### config.mk
export PLATFORM = sky130hd
export DESIGN_NAME = mac_result_divider
export DESIGN_NICKNAME = d
export VERILOG_FILES = /design/src/rtl/mac_result_divider_pkg.sv /design/src/rtl/mac_result_divider_div_restore_step.sv /design/src/rtl/mac_result_divider.sv
export SDC_FILE = /design/constraint.sdc
export NUM_CORES = 1
export LEC_CHECK = 0
export ABC_AREA = 0
export CORE_AREA = 3 3 81 83
export CTS_BUF_LIST = sky130_fd_sc_hd__clkbuf_4 sky130_fd_sc_hd__clkbuf_8
export DETAILED_ROUTE_END_ITERATION = 6
export DIE_AREA = 0 0 84 86
export PLACE_DENSITY_LB_ADDON = 0.05
export SLEW_MARGIN = 20
export SYNTH_ARGS = -nofsm -noshare
export SYNTH_HDL_FRONTEND = slang
export SYNTH_HIERARCHICAL = 1
export SYNTH_SLANG_ARGS = --single-unit
export TNS_END_PERCENT = 10
### constraint.sdc
create_clock -name clk -period 2.2 [get_ports clk]
set_input_delay 0.44 -clock clk [delete_from_list [all_inputs] [get_ports clk]]
set_output_delay 0.44 -clock clk [all_outputs]
set_load 0.005 [all_outputs]
### src/rtl/mac_result_divider_pkg.sv
// mac_result_divider_pkg
//   Shared definitions for the MAC result divider: FSM state encoding, the
//   default operand width and helpers that derive the dividend and
//   iteration-counter widths from an operand width.
package mac_result_divider_pkg;

  typedef enum logic [1:0] {
    ST_IDLE = 2'd0,
    ST_CALC = 2'd1,
    ST_DONE = 2'd2
  } div_state_e;

  localparam int unsigned DEF_WIDTH = 8;

  // Dividend (and quotient) width: accumulator of two WIDTH products plus carry.
  function automatic int unsigned dividend_width(input int unsigned w);
    return 2 * w + 1;
  endfunction

  // Counter width able to hold dividend_width-1 iterations.
  function automatic int unsigned counter_width(input int unsigned w);
    return $clog2(2 * w + 1);
  endfunction

  localparam int unsigned DEF_DIVIDEND_W = dividend_width(DEF_WIDTH);
  localparam int unsigned DEF_COUNT_W    = counter_width(DEF_WIDTH);

endpackage

### src/rtl/mac_result_divider_div_restore_step.sv
// div_restore_step
//   One combinational iteration of restoring division.
//   Ports:
//     rem_in   [WIDTH:0]   partial remainder before this step
//     bit_in               next dividend bit (MSB first)
//     divisor  [WIDTH-1:0] divisor
//     rem_out  [WIDTH:0]   partial remainder after this step
//     q_bit                quotient bit produced by this step
module div_restore_step
  import mac_result_divider_pkg::*;
#(
  parameter int unsigned WIDTH = DEF_WIDTH
) (
  input  logic [WIDTH:0]   rem_in,
  input  logic             bit_in,
  input  logic [WIDTH-1:0] divisor,
  output logic [WIDTH:0]   rem_out,
  output logic             q_bit
);

  logic [WIDTH+1:0] shifted_s;
  logic [WIDTH:0]   diff_s;
  logic             ge_s;

  // Shift in the next bit, trial-subtract, keep the difference if it fits.
  // The difference is only used when the shifted value is >= divisor, so the
  // truncated WIDTH+1-bit subtraction is exact in that case.
  always_comb begin
    shifted_s = {rem_in, bit_in};
    ge_s      = (shifted_s >= {2'b00, divisor});
    diff_s    = shifted_s[WIDTH:0] - {1'b0, divisor};
    if (ge_s) begin
      rem_out = diff_s;
      q_bit   = 1'b1;
    end else begin
      rem_out = shifted_s[WIDTH:0];
      q_bit   = 1'b0;
    end
  end

endmodule

### src/rtl/mac_result_divider.sv
// mac_result_divider
//   Iterative restoring divider for accumulated MAC sums. One quotient bit
//   per cycle, one division in flight, valid/ready on both sides.
//   Ports:
//     clk, rst_n                         clock, synchronous active-low reset
//     in_valid / in_ready                operand handshake
//     dividend [2*WIDTH:0]               unsigned accumulator value
//     divisor  [WIDTH-1:0]               unsigned divisor
//     out_valid / out_ready              result handshake
//     quotient [2*WIDTH:0], remainder [WIDTH-1:0], div_by_zero   result
module mac_result_divider
  import mac_result_divider_pkg::*;
#(
  parameter int unsigned WIDTH = DEF_WIDTH
) (
  input  logic             clk,
  input  logic             rst_n,
  input  logic             in_valid,
  output logic             in_ready,
  input  logic [2*WIDTH:0] dividend,
  input  logic [WIDTH-1:0] divisor,
  output logic             out_valid,
  input  logic             out_ready,
  output logic [2*WIDTH:0] quotient,
  output logic [WIDTH-1:0] remainder,
  output logic             div_by_zero
);

  localparam int unsigned DIV_W = dividend_width(WIDTH);
  localparam int unsigned CNT_W = counter_width(WIDTH);

  div_state_e       state_r;
  // Dividend bits leave at the top while quotient bits enter at the bottom,
  // so after DIV_W steps this register holds the quotient.
  logic [DIV_W-1:0] dvd_r;
  logic [WIDTH-1:0] dvs_r;
  logic [WIDTH:0]   rem_r;
  logic [CNT_W-1:0] cnt_r;
  logic             dbz_r;
  logic             out_valid_r;
  logic             in_ready_r;

  logic [WIDTH:0]   rem_next_s;
  logic             q_bit_s;

  div_restore_step #(
    .WIDTH (WIDTH)
  ) u_step (
    .rem_in  (rem_r),
    .bit_in  (dvd_r[DIV_W-1]),
    .divisor (dvs_r),
    .rem_out (rem_next_s),
    .q_bit   (q_bit_s)
  );

  // Divider FSM: operand capture, iteration and result hold.
  always_ff @(posedge clk) begin
    if (!rst_n) begin
      state_r     <= ST_IDLE;
      dvd_r       <= '0;
      dvs_r       <= '0;
      rem_r       <= '0;
      cnt_r       <= '0;
      dbz_r       <= 1'b0;
      out_valid_r <= 1'b0;
      in_ready_r  <= 1'b1;
    end else begin
      case (state_r)
        ST_IDLE: begin
          if (in_valid) begin
            dvs_r       <= divisor;
            rem_r       <= '0;
            cnt_r       <= CNT_W'(DIV_W - 1);
            in_ready_r  <= 1'b0;
            out_valid_r <= 1'b0;
            if (divisor == '0) begin
              dvd_r   <= '1;
              dbz_r   <= 1'b1;
              state_r <= ST_DONE;
            end else begin
              dvd_r   <= dividend;
              dbz_r   <= 1'b0;
              state_r <= ST_CALC;
            end
          end else begin
            in_ready_r <= 1'b1;
          end
        end
        ST_CALC: begin
          rem_r <= rem_next_s;
          dvd_r <= {dvd_r[DIV_W-2:0], q_bit_s};
          if (cnt_r == '0) begin
            state_r <= ST_DONE;
          end else begin
            cnt_r <= cnt_r - CNT_W'(1);
          end
        end
        ST_DONE: begin
          // out_valid rises one cycle after entering DONE; results are frozen here.
          if (out_valid_r && out_ready) begin
            out_valid_r <= 1'b0;
            in_ready_r  <= 1'b1;
            state_r     <= ST_IDLE;
          end else begin
            out_valid_r <= 1'b1;
          end
        end
        default: begin
          out_valid_r <= 1'b0;
          in_ready_r  <= 1'b1;
          state_r     <= ST_IDLE;
        end
      endcase
    end
  end

  assign in_ready    = in_ready_r;
  assign out_valid   = out_valid_r;
  assign quotient    = dvd_r;
  assign remainder   = rem_r[WIDTH-1:0];
  assign div_by_zero = dbz_r;

endmodule

# [Word-level counts from Yosys, hierarchy flattened]
# Index checks and enable logic that the tools add are counted.
# Widths: inputs -> output; s select.
[word_totals] register_bits=44 out_inout_bits=28 elab_cells=51
[op_classes] n_addsub=2 n_lt_le_gt_ge=1 n_eq_ne=6 n_mux=22 n_bitwise=1 reduce_logical=11
[op_table] operator="$mux 17" count=2
[op_table] operator="$pmux 17 s2" count=1
[op_table] operator="$mux 9" count=2
[op_table] operator="$pmux 9 s2" count=1
[op_table] operator="$ge 10x8->1" count=1
[op_table] operator="$mux 5" count=2
[op_table] operator="$pmux 5 s2" count=1
[op_table] operator="$sub 9x8->9" count=1
[op_table] operator="$logic_not 8->1" count=1
[op_table] operator="$mux 2" count=4
[op_table] operator="$ne 2x2->1 const B" count=4
[op_table] operator="$reduce_and 2->1" count=4
[op_table] operator="$mux 1" count=6
[op_table] operator="$pmux 1 s3" count=2
[op_table] operator="$pmux 2 s3" count=1
[op_table] operator="$reduce_and 3->1" count=2
[op_table] operator="$logic_not 5->1" count=1
[op_table] operator="$sub 5x1->5 const B" count=1
[op_table] operator="$eq 2x1->1 const B" count=1
[op_table] operator="$eq 2x2->1 const B" count=1
[op_table] operator="$logic_not 2->1" count=1
[op_table] operator="$reduce_bool 2->1" count=1
[op_table] operator="$logic_and 1x1->1" count=1
[op_table] operator="$not 1->1" count=1

# [Longest topological paths before layout]
[logic_depth] ltp_word=4 depth_mapped=12 mapped_depth_nobuf=11

# [By module]
# The synthesis kept the hierarchy.
[modules_own_cells] module="mac_result_divider" instances=1 cells_per_inst=242 area_each_um2=2122.0
[modules_own_cells] module="div_restore_step" instances=1 cells_per_inst=75 area_each_um2=523.0

# [Worst setup path before layout]
# No wires, ideal clock.
[synth_timing] path_type="reg-to-reg" from="reg dvd_r[16], in the netlist quotient[16]" to="reg rem_r[1]" setup_time_ns=0.132 t_arrival_ns=2.001 required_time_ns=2.068 setup_slack_ns=0.067 path_stages_with_launch=11 path_cell_list="dfxtp_1 inv_1 ha_1 inv_1 fa_1 nand3_1 a21oi_1 nor4b_4 mux2_2 nand2_1 a21oi_1"
[synth_via] elab_chain_cells=3 elab_cells_between_ends=4
[synth_lines] item="start: declaration" line="mac_result_divider.sv:35" text="logic [DIV_W-1:0] dvd_r;"
[synth_lines] item="start signal: assignment" line="mac_result_divider.sv:81" text="dvd_r <= dividend;"
[synth_lines] item="start signal: assignment" line="mac_result_divider.sv:91" text="dvd_r <= {dvd_r[DIV_W-2:0], q_bit_s};"
[synth_lines] item="$sub 9x8->9 or $ge 10x8->1 (tied branches)" line="mac_result_divider_div_restore_step.sv:31, mac_result_divider_div_restore_step.sv:30"
[synth_lines] item="$mux 9 *" line="mac_result_divider_div_restore_step.sv:32" text="if (ge_s) begin"
[synth_lines] item="named net rem_next_s[1]" line="mac_result_divider.sv:43" text="logic [WIDTH:0] rem_next_s;"
[synth_lines] item="$pmux 9 s2 *" line="mac_result_divider.sv:68" text="case (state_r)"
[synth_lines] item="end signal: assignment" line="mac_result_divider.sv:90" text="rem_r <= rem_next_s;"
[synth_lines] item="end: declaration" line="mac_result_divider.sv:37" text="logic [WIDTH:0] rem_r;"
# Mark *: on every way through the listed nets, which the timed path passes. The rest lies on a longest branch.
# A chain may end at the register's enable or synchronous reset.

# [Worst setup path in the final report]
[layout_timing] from="reg dvd_r[16], in the netlist quotient[16]" to="reg dvd_r[0], in the netlist quotient[0]"
[layout_via] elab_chain_cells=3
[layout_lines] item="$ge 10x8->1" line="mac_result_divider_div_restore_step.sv:30" text="ge_s = (shifted_s >= {2'b00, divisor});"
[layout_lines] item="$mux 1" line="mac_result_divider_div_restore_step.sv:32"
[layout_lines] item="named net q_bit_s" line="mac_result_divider.sv:44" text="logic q_bit_s;"
[layout_lines] item="$pmux 17 s2" line="mac_result_divider.sv:68"
# The timed path passes the listed nets, and every way through them passes these cells.

==> impl_results.md <==
- Outcome: complete, no violations
- Post-synth EDFFs: 0
- Most common flop cell mapped by yosys: dfxtp_1
- Pin count of the biggest net entering global routing: 43
- Fin util: 0.574
- Worst-path fanout max: 8
- # IOs: 57
- Worst setup margin: 0.127 ns
- Asr flop ratio synth: 0
- Root Buffer: clkbuf_8
- Actual slew at the worst max-slew pin: 0.517 ns
- Clock sink count: 44
- R2R setup slack: 0.13 ns
- Num CTS Buffers: 5
- VDD IR max: 0.358 mV
- Type of the worst min-delay path: reg -> reg
- Final Instance Area: 3400 sq um
- Worst clock skew: 0.00927 ns
- Max-slew violation count: 0
- DP Worst Slack: 0.000494 ns
- Overflow after GRT: 0
- Crit end category: flop
- Final ANT Viol Nets: 0
- Final Wtd Congestion: 0.853
- Post-cts hold buffer count: 0
- Leak: 1.17 nW
- TNS Setup: 0 ns
- Dpl cell area: 3260 sq um
- Most common cell after layout, fill and taps aside: clkdlybuf4s50_1
- Via-to-Cell Ratio: 5.70
- PD cells: 744 nW/um^2
- Commonest non-fill, non-tap cells in the layout: clkdlybuf4s50_1, dfxtp_1, nand2_1
- Drt initial violations: 83
- RSZ-0062 raised after global routing: no
- Setup-failing EPs final: 0
- Syn Std Cell Area: 2650 sq um
- Slowest stage delay, CP: 0.35 ns
- Synth-to-layout area growth: 28.6%
- Vias in the first global route: 2398
- Sequential-to-total area share from yosys stat: 0.333
- Worst EP arrival: 2.26 ns
- Total track usage: 0.196
- Delay-heaviest family, CP: adder cells
- Layout Nets: 409
- Core Box Area: 5920 sq um
- Initial Utilization: 0.447
- #FFs+latches synth: 44
- Row count: 28
- Die area: 7220 sq um
- Distinct cells, synth: 50
- Clk slew on worst S/H paths: 0.09 ns
- PortBufs: 56
- Critical path depth: 11
- Fin. Hold Viols: 0
- Critical R2R Launch: quotient[16]
- Post-route DRC: 0
- Buf/Inv on CP: 4
- Kind of critical path: reg -> reg
- CTS tree: yes
- Mapped Cells: 317
- R2R cell count: 11
- Critical-path top delay cell: fa_2
- Drt first pass iters: 4
- Initial antenna violation count: 0
- Worst-Skew Late Latency: 0.30 ns
- Clock Path Buffers: 2
- Post-DP HPWL: 4.91 mm
- Tcrit/Tclk final: 0.942
- Via count: 2540
- F_max: 482 MHz
- Cell mode on critical path: inv_1
- CP Launch Type: flop
- CP Cell Sequence: inv_1 -> ha_1 -> inv_1 -> fa_2 -> nand3_2 -> a21oi_2 -> nor4b_4 -> buf_4 -> inv_1 -> a22oi_1 -> a31oi_1
- Critical Path Source: quotient[16]
- RR Endpoint: quotient[0]
- Post-synthesis net count: 356
- DR WL/cell: 15.6 microns
- Max_cap viols: 0
- Avg Synthesized Cell Area: 8.34 sq um
- First-pass GRT wire length: 11.6 mm
- Worst slew margin: 0.655
- Synth Warn #: 6
- Layout cells sized above 1: 0.135
- ANT cells: 0
- Worst EP required: 2.38 ns
- Crit path to: quotient[0]
- Die extent in y: 86 microns
- Fill cells: 559
- Chip width: 84 microns
- WL final: 6.96 mm
- Fin crit period: 2.07 ns
- H-tree depth: 2
[routing by layer]
metal,wire length [microns],track usage
met1,3140,0.261
met2,3310,0.322
met3,435,0.0423
met4,72,0.0526
met5,0,0
[where the power goes]
group	internal (W)	switching [W]
clock network	0.000281	0.000273
logic	0.000526	0.000504
registers	0.000869	0.0000769
[registers in the layout (all words and copies together), names as in the netlist]
register and count:
quotient 17, rem_r 9, div_by_zero 1, dvs_r 8, out_valid 1, state_r 2, cnt_r 5, in_ready 1
[through the flow]
stage               std cells  power [W]  hold slack, ns
finish                    446    0.00253           0.456
global route              446    0.00269           0.481
CTS                       446    0.00251           0.460
detailed placement        437    0.00193           0.448
global placement          437    0.00192           0.444
floorplan                 317    0.00162           0.436
[synthesized netlist by cell type (3+ instances only)]
| cell | number | share of area |
|---|---|---|
| a31oi_1 | 30 | 0.071 |
| a41oi_1 | 3 | 0.0099 |
| nor2_1 | 7 | 0.0099 |
| nand3b_1 | 4 | 0.011 |
| buf_2 | 8 | 0.015 |
| nor2b_1 | 4 | 0.0095 |
| dfxtp_1 | 44 | 0.33 |
| nand3_1 | 15 | 0.028 |
| inv_1 | 17 | 0.024 |
| ha_1 | 9 | 0.043 |
| a21oi_1 | 29 | 0.055 |
| nand2_1 | 41 | 0.058 |
| nand4_1 | 3 | 0.0071 |
| buf_6 | 4 | 0.017 |
| o21bai_1 | 3 | 0.0085 |
| nand2b_1 | 3 | 0.0071 |
| clkbuf_1 | 6 | 0.0085 |
| nor3b_1 | 17 | 0.048 |
| o21ai_0 | 6 | 0.011 |
| a22oi_1 | 14 | 0.040 |
| buf_4 | 12 | 0.034 |
[final cells by class]
type | instances | area (sq um) | share of cell area
clock buffers | 8 | 97.6 | 0.0287
flip-flops and latches | 44 | 882 | 0.259
well taps | 75 | 93.8 | 0.0276
multi-input cells | 226 | 1540 | 0.453
repair buffers | 76 | 723 | 0.213
inverters | 17 | 63.8 | 0.0188
[repair_timing]
item	4_1_cts	5_1_grt
buffers inserted	1	0
endpoints found under the hold margin	0	0
gates resized for setup	0	14
setup endpoints to repair	1	9
pin swaps	1	4
[tightest hold or removal path, stage by stage (launching register included)]
cell	delay [ns]
dfxtp_1	0.32
nand2_1	0.05
a21oi_1	0.05
[worst min path at each step]
stage,start,to,slack [ns],cells after the start
floorplan,dvs_r[1],dvs_r[1],0.44,2
finish,dvs_r[5],dvs_r[5],0.46,2
detailed placement,dvs_r[5],dvs_r[5],0.45,2
CTS,dvs_r[5],dvs_r[5],0.46,2
global route,rem_r[8],rem_r[8],0.48,2
global placement,dvs_r[6],dvs_r[6],0.44,2
[logic make-up (layout without fill, tap and decap cells)]
group / Yosys count / in the layout / synth area share
simple gates: 108 / 108 / 0.245
compound gates: 102 / 102 / 0.252
buf+inv: 47 / 101 / 0.0989
flops: 44 / 44 / 0.333
fa+ha+maj: 10 / 10 / 0.0501
xor+xnor: 3 / 3 / 0.00994
mux: 3 / 3 / 0.0118
No activity file was read; power rests on OpenSTA's default activity.
